==> src/rtl/disp_scan_if.sv <==
// Bundle of value-source / scan-output signals between a display value source
// and the display scan controller.
interface disp_scan_if;
    logic        en;          // scan enable; low = display dark, counters frozen
    logic [15:0] value;       // four packed BCD digits, [3:0] is rightmost
    logic        load;        // request to capture value
    logic        ready;       // update buffer empty, load will be accepted
    logic        lz_en;       // leading-zero suppression enable
    logic [3:0]  bcd;         // digit code to the seven-segment decoder
    logic        blank;       // decoder must turn all segments off
    logic [3:0]  an;          // anodes, active-low, at most one low
    logic [1:0]  digit;       // index of the digit currently in its slot
    logic        frame_tick;  // one-cycle pulse at each frame boundary

    // Value source / bench side
    modport master (
        output en, value, load, lz_en,
        input  ready, bcd, blank, an, digit, frame_tick
    );

    // Scan controller side
    modport slave (
        input  en, value, load, lz_en,
        output ready, bcd, blank, an, digit, frame_tick
    );
endinterface

==> src/rtl/disp_scan_ctrl.sv <==
// Four-digit display scan controller. Steps one shared BCD decoder across the
// four anodes, with an all-off dead time at the start of every digit slot,
// optional leading-zero blanking, and a one-entry update buffer that is only
// copied into the displayed frame at a frame boundary so digits never tear.
//
// All display outputs are registers loaded from the next-state counter and
// frame values, so in any cycle they line up with the slot_cnt/digit held in
// that same cycle, while never depending combinationally on an input.
module disp_scan_ctrl #(
    parameter int SLOT = 50000,   // cycles per digit slot, must be >= DEAD+2
    parameter int DEAD = 500      // leading all-off cycles per slot, >= 1
) (
    input  logic         clk,
    input  logic         rst,     // asynchronous, active-low
    disp_scan_if.slave   scan
);

    localparam int CW = (SLOT > 1) ? $clog2(SLOT) : 1;
    localparam logic [CW-1:0] SLOT_LAST = CW'(SLOT - 1);
    localparam logic [CW-1:0] DEAD_END  = CW'(DEAD);

    // Slot phase: all anodes off first, then the selected digit lit.
    typedef enum logic {
        PH_DEAD = 1'b0,
        PH_ON   = 1'b1
    } phase_t;

    // ------------------------------------------------------------------
    // State registers
    // ------------------------------------------------------------------
    logic [CW-1:0] slot_cnt_q, slot_cnt_d;
    logic [1:0]    digit_q,    digit_d;
    logic [15:0]   disp_q,     disp_d;
    logic [15:0]   pend_q,     pend_d;
    logic          pend_v_q,   pend_v_d;

    // Registered outputs
    logic [3:0]    an_q,         an_d;
    logic [3:0]    bcd_q,        bcd_d;
    logic          blank_q,      blank_d;
    logic          frame_tick_q, frame_tick_d;

    // Helpers for the output decode of the upcoming cycle
    phase_t        phase_d;
    logic [3:0]    nib_sel;
    logic [3:0]    nib_zero;      // nibble gi of the next frame is zero
    logic [3:0]    upper_zero;    // nibbles gi..3 of the next frame are all zero
    logic          lz_hit;

    // ------------------------------------------------------------------
    // Zero detection per nibble and for every "from this digit upward" span
    // ------------------------------------------------------------------
    generate
        for (genvar gi = 0; gi < 4; gi++) begin : g_zero
            assign nib_zero[gi]   = (disp_d[4*gi +: 4] == 4'd0);
            assign upper_zero[gi] = &nib_zero[3:gi];
        end
    endgenerate

    // Next-state for counters, displayed frame and the update buffer.
    always_comb begin
        slot_cnt_d = slot_cnt_q;
        digit_d    = digit_q;
        disp_d     = disp_q;
        pend_d     = pend_q;
        pend_v_d   = pend_v_q;

        if (scan.en) begin
            if (slot_cnt_q == SLOT_LAST) begin
                slot_cnt_d = '0;
                digit_d    = digit_q + 2'd1;
                // Frame boundary: promote the buffered value, if any.
                if (digit_q == 2'd3 && pend_v_q) begin
                    disp_d   = pend_q;
                    pend_v_d = 1'b0;
                end
            end else begin
                slot_cnt_d = slot_cnt_q + CW'(1);
            end
        end

        // Buffer accepts only while empty. A transfer and an accepted load
        // can never coincide: transfer needs pend_v_q=1, acceptance needs 0.
        if (scan.load && !pend_v_q) begin
            pend_d   = scan.value;
            pend_v_d = 1'b1;
        end
    end

    // Output decode for the cycle the next-state counters describe.
    always_comb begin
        phase_d = (slot_cnt_d >= DEAD_END) ? PH_ON : PH_DEAD;
        nib_sel = disp_d[{digit_d, 2'b00} +: 4];
        lz_hit  = scan.lz_en && (digit_d != 2'd0) && upper_zero[digit_d];

        if (scan.en && phase_d == PH_ON) begin
            an_d = ~(4'b0001 << digit_d);
        end else begin
            an_d = 4'b1111;
        end

        bcd_d        = nib_sel;
        blank_d      = !scan.en || (phase_d == PH_DEAD) || (nib_sel > 4'd9) || lz_hit;
        frame_tick_d = scan.en && (slot_cnt_d == SLOT_LAST) && (digit_d == 2'd3);
    end

    // All state and output registers; reset drops any pending update.
    always_ff @(posedge clk or negedge rst) begin
        if (!rst) begin
            slot_cnt_q   <= '0;
            digit_q      <= 2'd0;
            disp_q       <= 16'h0000;
            pend_q       <= 16'h0000;
            pend_v_q     <= 1'b0;
            an_q         <= 4'b1111;
            bcd_q        <= 4'd0;
            blank_q      <= 1'b1;
            frame_tick_q <= 1'b0;
        end else begin
            slot_cnt_q   <= slot_cnt_d;
            digit_q      <= digit_d;
            disp_q       <= disp_d;
            pend_q       <= pend_d;
            pend_v_q     <= pend_v_d;
            an_q         <= an_d;
            bcd_q        <= bcd_d;
            blank_q      <= blank_d;
            frame_tick_q <= frame_tick_d;
        end
    end

    assign scan.ready      = ~pend_v_q;
    assign scan.an         = an_q;
    assign scan.bcd        = bcd_q;
    assign scan.blank      = blank_q;
    assign scan.digit      = digit_q;
    assign scan.frame_tick = frame_tick_q;

endmodule

==> src/flat_wrapper.sv <==
// flat-port wrapper written by rule: the top's interface ports become plain ports
module disp_scan_ctrl_flat 
#(
    parameter int SLOT = 50000,                                              
    parameter int DEAD = 500                                              
)
  (clk, rst, scan_en, scan_value, scan_load, scan_lz_en, scan_ready, scan_bcd, scan_blank, scan_an, scan_digit, scan_frame_tick);
  disp_scan_if scan_i ();
  input  logic clk;
  input  logic rst;
  input wire logic [$bits(scan_i.en)-1:0] scan_en;
  input wire logic [$bits(scan_i.value)-1:0] scan_value;
  input wire logic [$bits(scan_i.load)-1:0] scan_load;
  input wire logic [$bits(scan_i.lz_en)-1:0] scan_lz_en;
  output wire logic [$bits(scan_i.ready)-1:0] scan_ready;
  output wire logic [$bits(scan_i.bcd)-1:0] scan_bcd;
  output wire logic [$bits(scan_i.blank)-1:0] scan_blank;
  output wire logic [$bits(scan_i.an)-1:0] scan_an;
  output wire logic [$bits(scan_i.digit)-1:0] scan_digit;
  output wire logic [$bits(scan_i.frame_tick)-1:0] scan_frame_tick;
  assign scan_i.en = scan_en;
  assign scan_i.value = scan_value;
  assign scan_i.load = scan_load;
  assign scan_i.lz_en = scan_lz_en;
  assign scan_ready = scan_i.ready;
  assign scan_bcd = scan_i.bcd;
  assign scan_blank = scan_i.blank;
  assign scan_an = scan_i.an;
  assign scan_digit = scan_i.digit;
  assign scan_frame_tick = scan_i.frame_tick;
  disp_scan_ctrl #(.SLOT(SLOT), .DEAD(DEAD)) u_core (.clk(clk), .rst(rst), .scan(scan_i));
endmodule
==> config.mk <==
export PLATFORM = sky130hd
export DESIGN_NAME = disp_scan_ctrl_flat
export DESIGN_NICKNAME = d
export VERILOG_FILES = /design/src/rtl/disp_scan_if.sv /design/src/rtl/disp_scan_ctrl.sv /design/src/flat_wrapper.sv
export SDC_FILE = /design/constraint.sdc
export NUM_CORES = 1
export LEC_CHECK = 0
export ABC_AREA = 0
export BUFFER_PORTS_ARGS = -buffer_cell sky130_fd_sc_hd__buf_4
export CAP_MARGIN = 30
export CORE_MARGIN = 4
export CORE_UTILIZATION = 40
export CTS_CLUSTER_DIAMETER = 200
export DETAILED_ROUTE_END_ITERATION = 10
export SYNTH_ARGS = -nofsm -noshare
export SYNTH_HDL_FRONTEND = slang
export SYNTH_SLANG_ARGS = --single-unit
==> constraint.sdc <==
create_clock -name clk -period 3.2 [get_ports clk]
set_clock_uncertainty 0.05 [all_clocks]
set_input_delay 0.16 -clock clk [delete_from_list [all_inputs] [get_ports clk]]
set_output_delay 0.16 -clock clk [all_outputs]
set_load 0.02 [all_outputs]
======== Word-level counts from Yosys, hierarchy flattened ========
Cells that the tools add are included.
operators by class
  mux-type cells .......................... 15
  shift-type cells ........................ 2
  equality and inequality tests ........... 4
  $add $sub $neg .......................... 2
  bitwise logic cells ..................... 3
  order comparisons ....................... 3
  reduce and logical (&&, ||, !) cells .... 24
operators with widths
  kind                                                                                   count
  16-bit 2-to-1 mux                                                                      5
  16-bit == test (second input constant)                                                 2
  16-bit by 1-bit adder with 16-bit output (second input constant)                       1
  16-bit by 9-bit greater-or-equal comparator with 1-bit output (second input constant)  1
  4-bit zero test                                                                        4
  16-bit by 5-bit variable part select with 4-bit output                                 1
  2-bit nonzero test                                                                     4
  1-bit logical AND                                                                      7
  1-bit 2-to-1 mux                                                                       6
  3-bit AND reduction                                                                    2
  2-bit == test (second input constant)                                                  2
  4-bit > comparator (second input constant)                                             1
  2-bit 2-to-1 mux                                                                       2
  4-bit 2-to-1 mux                                                                       1
  4-bit NOT                                                                              1
  4-bit AND reduction                                                                    1
  1-bit by 2-bit left shift with 4-bit output (first input constant)                     1
  1-bit logical OR                                                                       3
  2-bit by 3-bit less-than comparator with 1-bit output (second input constant)          1
  2-bit by 1-bit adder with 2-bit output (second input constant)                         1
  1-bit binary-select mux with 2-bit select                                              1
  1-bit zero test                                                                        2
  1-bit NOT                                                                              2
  2-bit AND reduction                                                                    1
storage, ports and cells
  input bits .............................. 21
  flip-flop bits (word level) ............. 61
  word-level logic and storage cells ...... 62
  output and inout port bits .............. 13

======== Longest topological paths before layout ========
  depth after elaboration ................. 11
  mapped depth ............................ 11

======== Worst setup path before layout ========
Ideal clock, no wire load.
  path type ............................... reg-to-reg
  start ................................... register u_core.slot_cnt_q[4]
  end ..................................... register u_core.blank_q (netlist: u_core.scan.blank)
  required time ........................... 3.061 ns
  period minus slack after synthesis ...... 2.412 ns
  cell stages (with the launch flop) ...... 10
  setup slack ............................. 0.788 ns
  setup time .............................. 0.089 ns
  data arrival time ....................... 2.273 ns
  path through ............................ dfrtp_1 > or3b_4 > nor4_4 > and2_2 > buf_4 > xnor2_2 > inv_2 > mux2_2 > mux2i_1 > o221ai_2
RTL lines
  item                                                                                  RTL line                                     source
  start, declared                                                                       disp_scan_ctrl.sv:31                         logic [CW-1:0] slot_cnt_q, slot_cnt_d;
  start signal, assigned                                                                disp_scan_ctrl.sv:120                        slot_cnt_q <= slot_cnt_d;
  16-bit == test (*)                                                                    disp_scan_ctrl.sv:69                         if (slot_cnt_q == SLOT_LAST) begin
  2-bit 2-to-1 mux (*)                                                                  disp_scan_ctrl.sv:69
  2-bit 2-to-1 mux (*)                                                                  disp_scan_ctrl.sv:68                         if (scan.en) begin
  net u_core.digit_d[0]                                                                 disp_scan_ctrl.sv:32                         logic [1:0] digit_q, digit_d;
  16-bit by 5-bit variable part select with 4-bit output, or another cell as far along  disp_scan_ctrl.sv:93                         nib_sel = disp_d[{digit_d, 2'b00} +: 4];
  4-bit > comparator, or another cell as far along                                      disp_scan_ctrl.sv:103                        blank_d = !scan.en || (phase_d == PH_DEAD) || (nib_sel > 4'd9) || lz_hit;
  1-bit logical OR or 1-bit logical AND (tied branches)                                 disp_scan_ctrl.sv:103, disp_scan_ctrl.sv:94
  1-bit logical OR (*)                                                                  disp_scan_ctrl.sv:103
  net u_core.blank_d                                                                    disp_scan_ctrl.sv:40                         logic blank_q, blank_d;
  end signal, assigned                                                                  disp_scan_ctrl.sv:127                        blank_q <= blank_d;
  end, declared                                                                         disp_scan_ctrl.sv:40
The timed path passes the listed nets; every way through them passes the cells marked *. The select of a mux whose other input is x is not followed.
A chain may end at the register's enable or synchronous reset.

======== Final worst setup path ========
  start ................................... register u_core.slot_cnt_q[11]
  end ..................................... register u_core.blank_q (netlist: u_core.scan.blank)
The elaborated chain is that of the path after synthesis.

==> reports/summary.txt <==
global-route usage over all layers: 15.2%
crit path time final: 2640 ps
critical path startpoint category: flip-flop
combinational power share: 13.6%
Num CTS Buffers: 9
EDFF count, synth: 0
slowest stage delay, CP: 650 ps
Initial Utilization: 41.8%
total power per unit cell area: 565 nW/um2
Die W: 92.7 um
number of synthesized register bits: 61
cells after synthesis: 255
number of global-route vias before repair: 2,078
max frequency: 0.379 GHz
Routed Wire Length: 5.89 mm
Seq. cell area: 1530 um2
share of layout cells above drive strength 1: 31.2%
initial antenna violation count: 0
commonest cells after routing, fill and taps aside: 56 x dfrtp_1, 36 x nand2_1, 36 x buf_4
Synth area leader: dfrtp_1
Hold Crit Class: in -> reg
internal power: 1.51 mW
Worst Setup End Kind: flip-flop
Most used DFF post-synth: dfrtp_1
DR vias/cell: 5.05
CTS tree: built
H-tree Lvls: 3
Layout area overhead: 25.1%
Hold Vio Cnt, Final: 0
MaxCap Viol Count: 0
Rows: 30
status: complete, no violations
Max Slew Vio Count: 0
NetSw: 524 uW
Final Wtd Congestion: 0.854
commonest non-fill, non-tap cell in the layout: dfrtp_1
first-pass GRT wire length: 10.1 mm
# fillers: 617
Post-Route M1 WL: 2.67 mm
Worst-path clk slew: 70 ps
Area contributors post-synth: dfrtp_1 49%, mux2_2 9.0%, nand2_1 4.7%
worst IR drop on VDD: 0.334 mV
CP Max Fanout: 10
worst path arrival time: 2840 ps
Via Count: 2,072
Mapped Avg Cell Area: 11.3 um2
WL met3: 203 um
WL met2: 2.92 mm
final setup vio count: 0
Skew-Pair Late Insertion Delay: 340 ps
post_cts resized: 0
Core Area: 6870 um2
dpl hpwl: 4.18 mm
WS Path Type: reg -> reg
FFs w/ async S/R, synth: 100%
Syn Nets: 278
Die Ht: 92.7 um
Power, Total: 2.03 mW
Root Driver: clkbuf_8
Ports: 34
DRC errors left: 0
CTS Sinks: 61
Leak Pwr: 1.74 nW
Worst Setup SP: u_core.slot_cnt_q[11]
Avg WL per Cell: 14.4 um
hold_sp: scan_value[1]
port buffer count: 33
Ant. Diodes: 0
Iteration-0 DRC Markers: 82
Top Layer Used: met4
r2r startpoint: u_core.slot_cnt_q[11]
Yosys cell types: 52
Critical Path, Cell by Cell: nor4_1 -> and2_2 -> xnor2_2 -> inv_2 -> mux2_2 -> mux2i_1 -> o221ai_2
yosys warns: 0
Least-Margin Pin Slew: 761 ps
RSZ-0062 raised after global routing: false
DRT antenna net count: 0
Post-Syn Area: 2870 um2
Tcrit/Tclk final: 82.4%
power share of the clock group: 37.4%
post-synth top area share: 48.8%
Req. time, crit path: 3410 ps
sequential share of power: 49.1%
grt total ovfl: 0
relative slew slack: 49.2%
TritonRoute pass-1 iters: 4
NumNets Final: 332
largest net degree at the start of global routing: 62
die area: 8600 um2
Max stage delay cell, worst path: nor4_1
register area share after synthesis: 53.4%
Multi-input gate area: 1250 um2
Clock Path Buffers: 2
Sw Share: 25.8%
setup_tns: 0 ps
-- worst max-delay path, delay by kind of cell, from the launching register on --
kind / cells / cell delay (ps)
simple gates: 2 / 960
xor+xnor: 1 / 240
compound gates: 1 / 120
mux: 2 / 540
buf+inv: 1 / 190
flops: 1 / 440
-- final timing paths --
path / endpoint / slack [ps] / depth (start not counted)
setup / recovery: u_core.scan.blank / 560 / 7
max in group asynchronous: u_core.disp_q[1] / 2210 / 2
hold / removal: u_core.pend_q[1] / 10 / 2
hold reg to reg: u_core.disp_q[12] / 450 / 2
min in group asynchronous: u_core.slot_cnt_q[11] / 390 / 2
setup reg to reg: u_core.scan.blank / 560 / 7
-- stage by stage --
stage	hold slack [ps]	utilization, %	cells	instance area, um2	setup slack (ps)
global placement	244	46.8	379	3220	590
floorplan	-186	-	255	2870	788
CTS	2.58	52.3	410	3590	537
global route	8.51	52.3	410	3590	333
detailed placement	241	46.8	379	3220	551
finish	14.7	52.3	410	3590	564
-- synthesized netlist by cell type, drive strengths merged, types with 6 or more instances --
master  count
nand4       6
nor2       19
nor4        6
nand3      13
mux2       26
dfrtp      56
and3        8
inv        10
o21ai       7
xor2        7
nand2      37
xnor2       8
-- layout make-up --
cell class	count	share of cell area (%)
flip-flops and latches	61	42.7
multi-input cells	176	34.9
repair buffers	51	11.7
clock buffers	10	3.83
well taps	96	3.34
clock inverters	6	2.40
inverters	10	1.11
-- cells by family (layout without fill, tap and decap cells) --
kind of cell               count (synthesis)  after routing  share of synthesized area, %
xor gates and xnor gates                  15             15                          4.84
and+or+nand+nor                          105            105                          19.2
adders and majority gates                  2              2                         0.871
muxes                                     31             31                          12.8
DFF                                       61             61                          53.4
buffers and inverters                     18             77                          2.92
AOI/OAI and AO/OA                         23             23                          6.06
-- metal layers --
metal  vias to the layer above  GRT usage [%]
li1                       1009              -
met1                      1016           19.2
met2                        39           24.7
met3                         8           4.22
met4                         0           5.86
met5                         -              0
-- repair_timing --
item	in CTS	in global routing
endpoints found under the setup margin	0	0
hold endpoints to repair	70	0
buffers inserted	0	0
hold buffers	15	0
-- registers in the layout (all words and copies together), names as in the netlist --
name                    cells
u_core.scan.an              4
u_core.scan.frame_tick      1
u_core.scan.bcd             4
u_core.scan.digit           2
u_core.pend_v_q             1
u_core.scan.blank           1
u_core.slot_cnt_q          16
u_core.disp_q              16
u_core.pend_q              16
-- power by group through the flow --
stage,clock [mW],sequential [mW],combinational (mW)
6_report,0.759,0.997,0.276
5_1_grt,0.817,1.02,0.315
4_1_cts,0.783,0.999,0.281
3_5_place_dp,0,1.01,0.266
3_3_place_gp,0,1.01,0.259
2_1_floorplan,0,0.978,0.199
(Power assumes the default switching activity.)
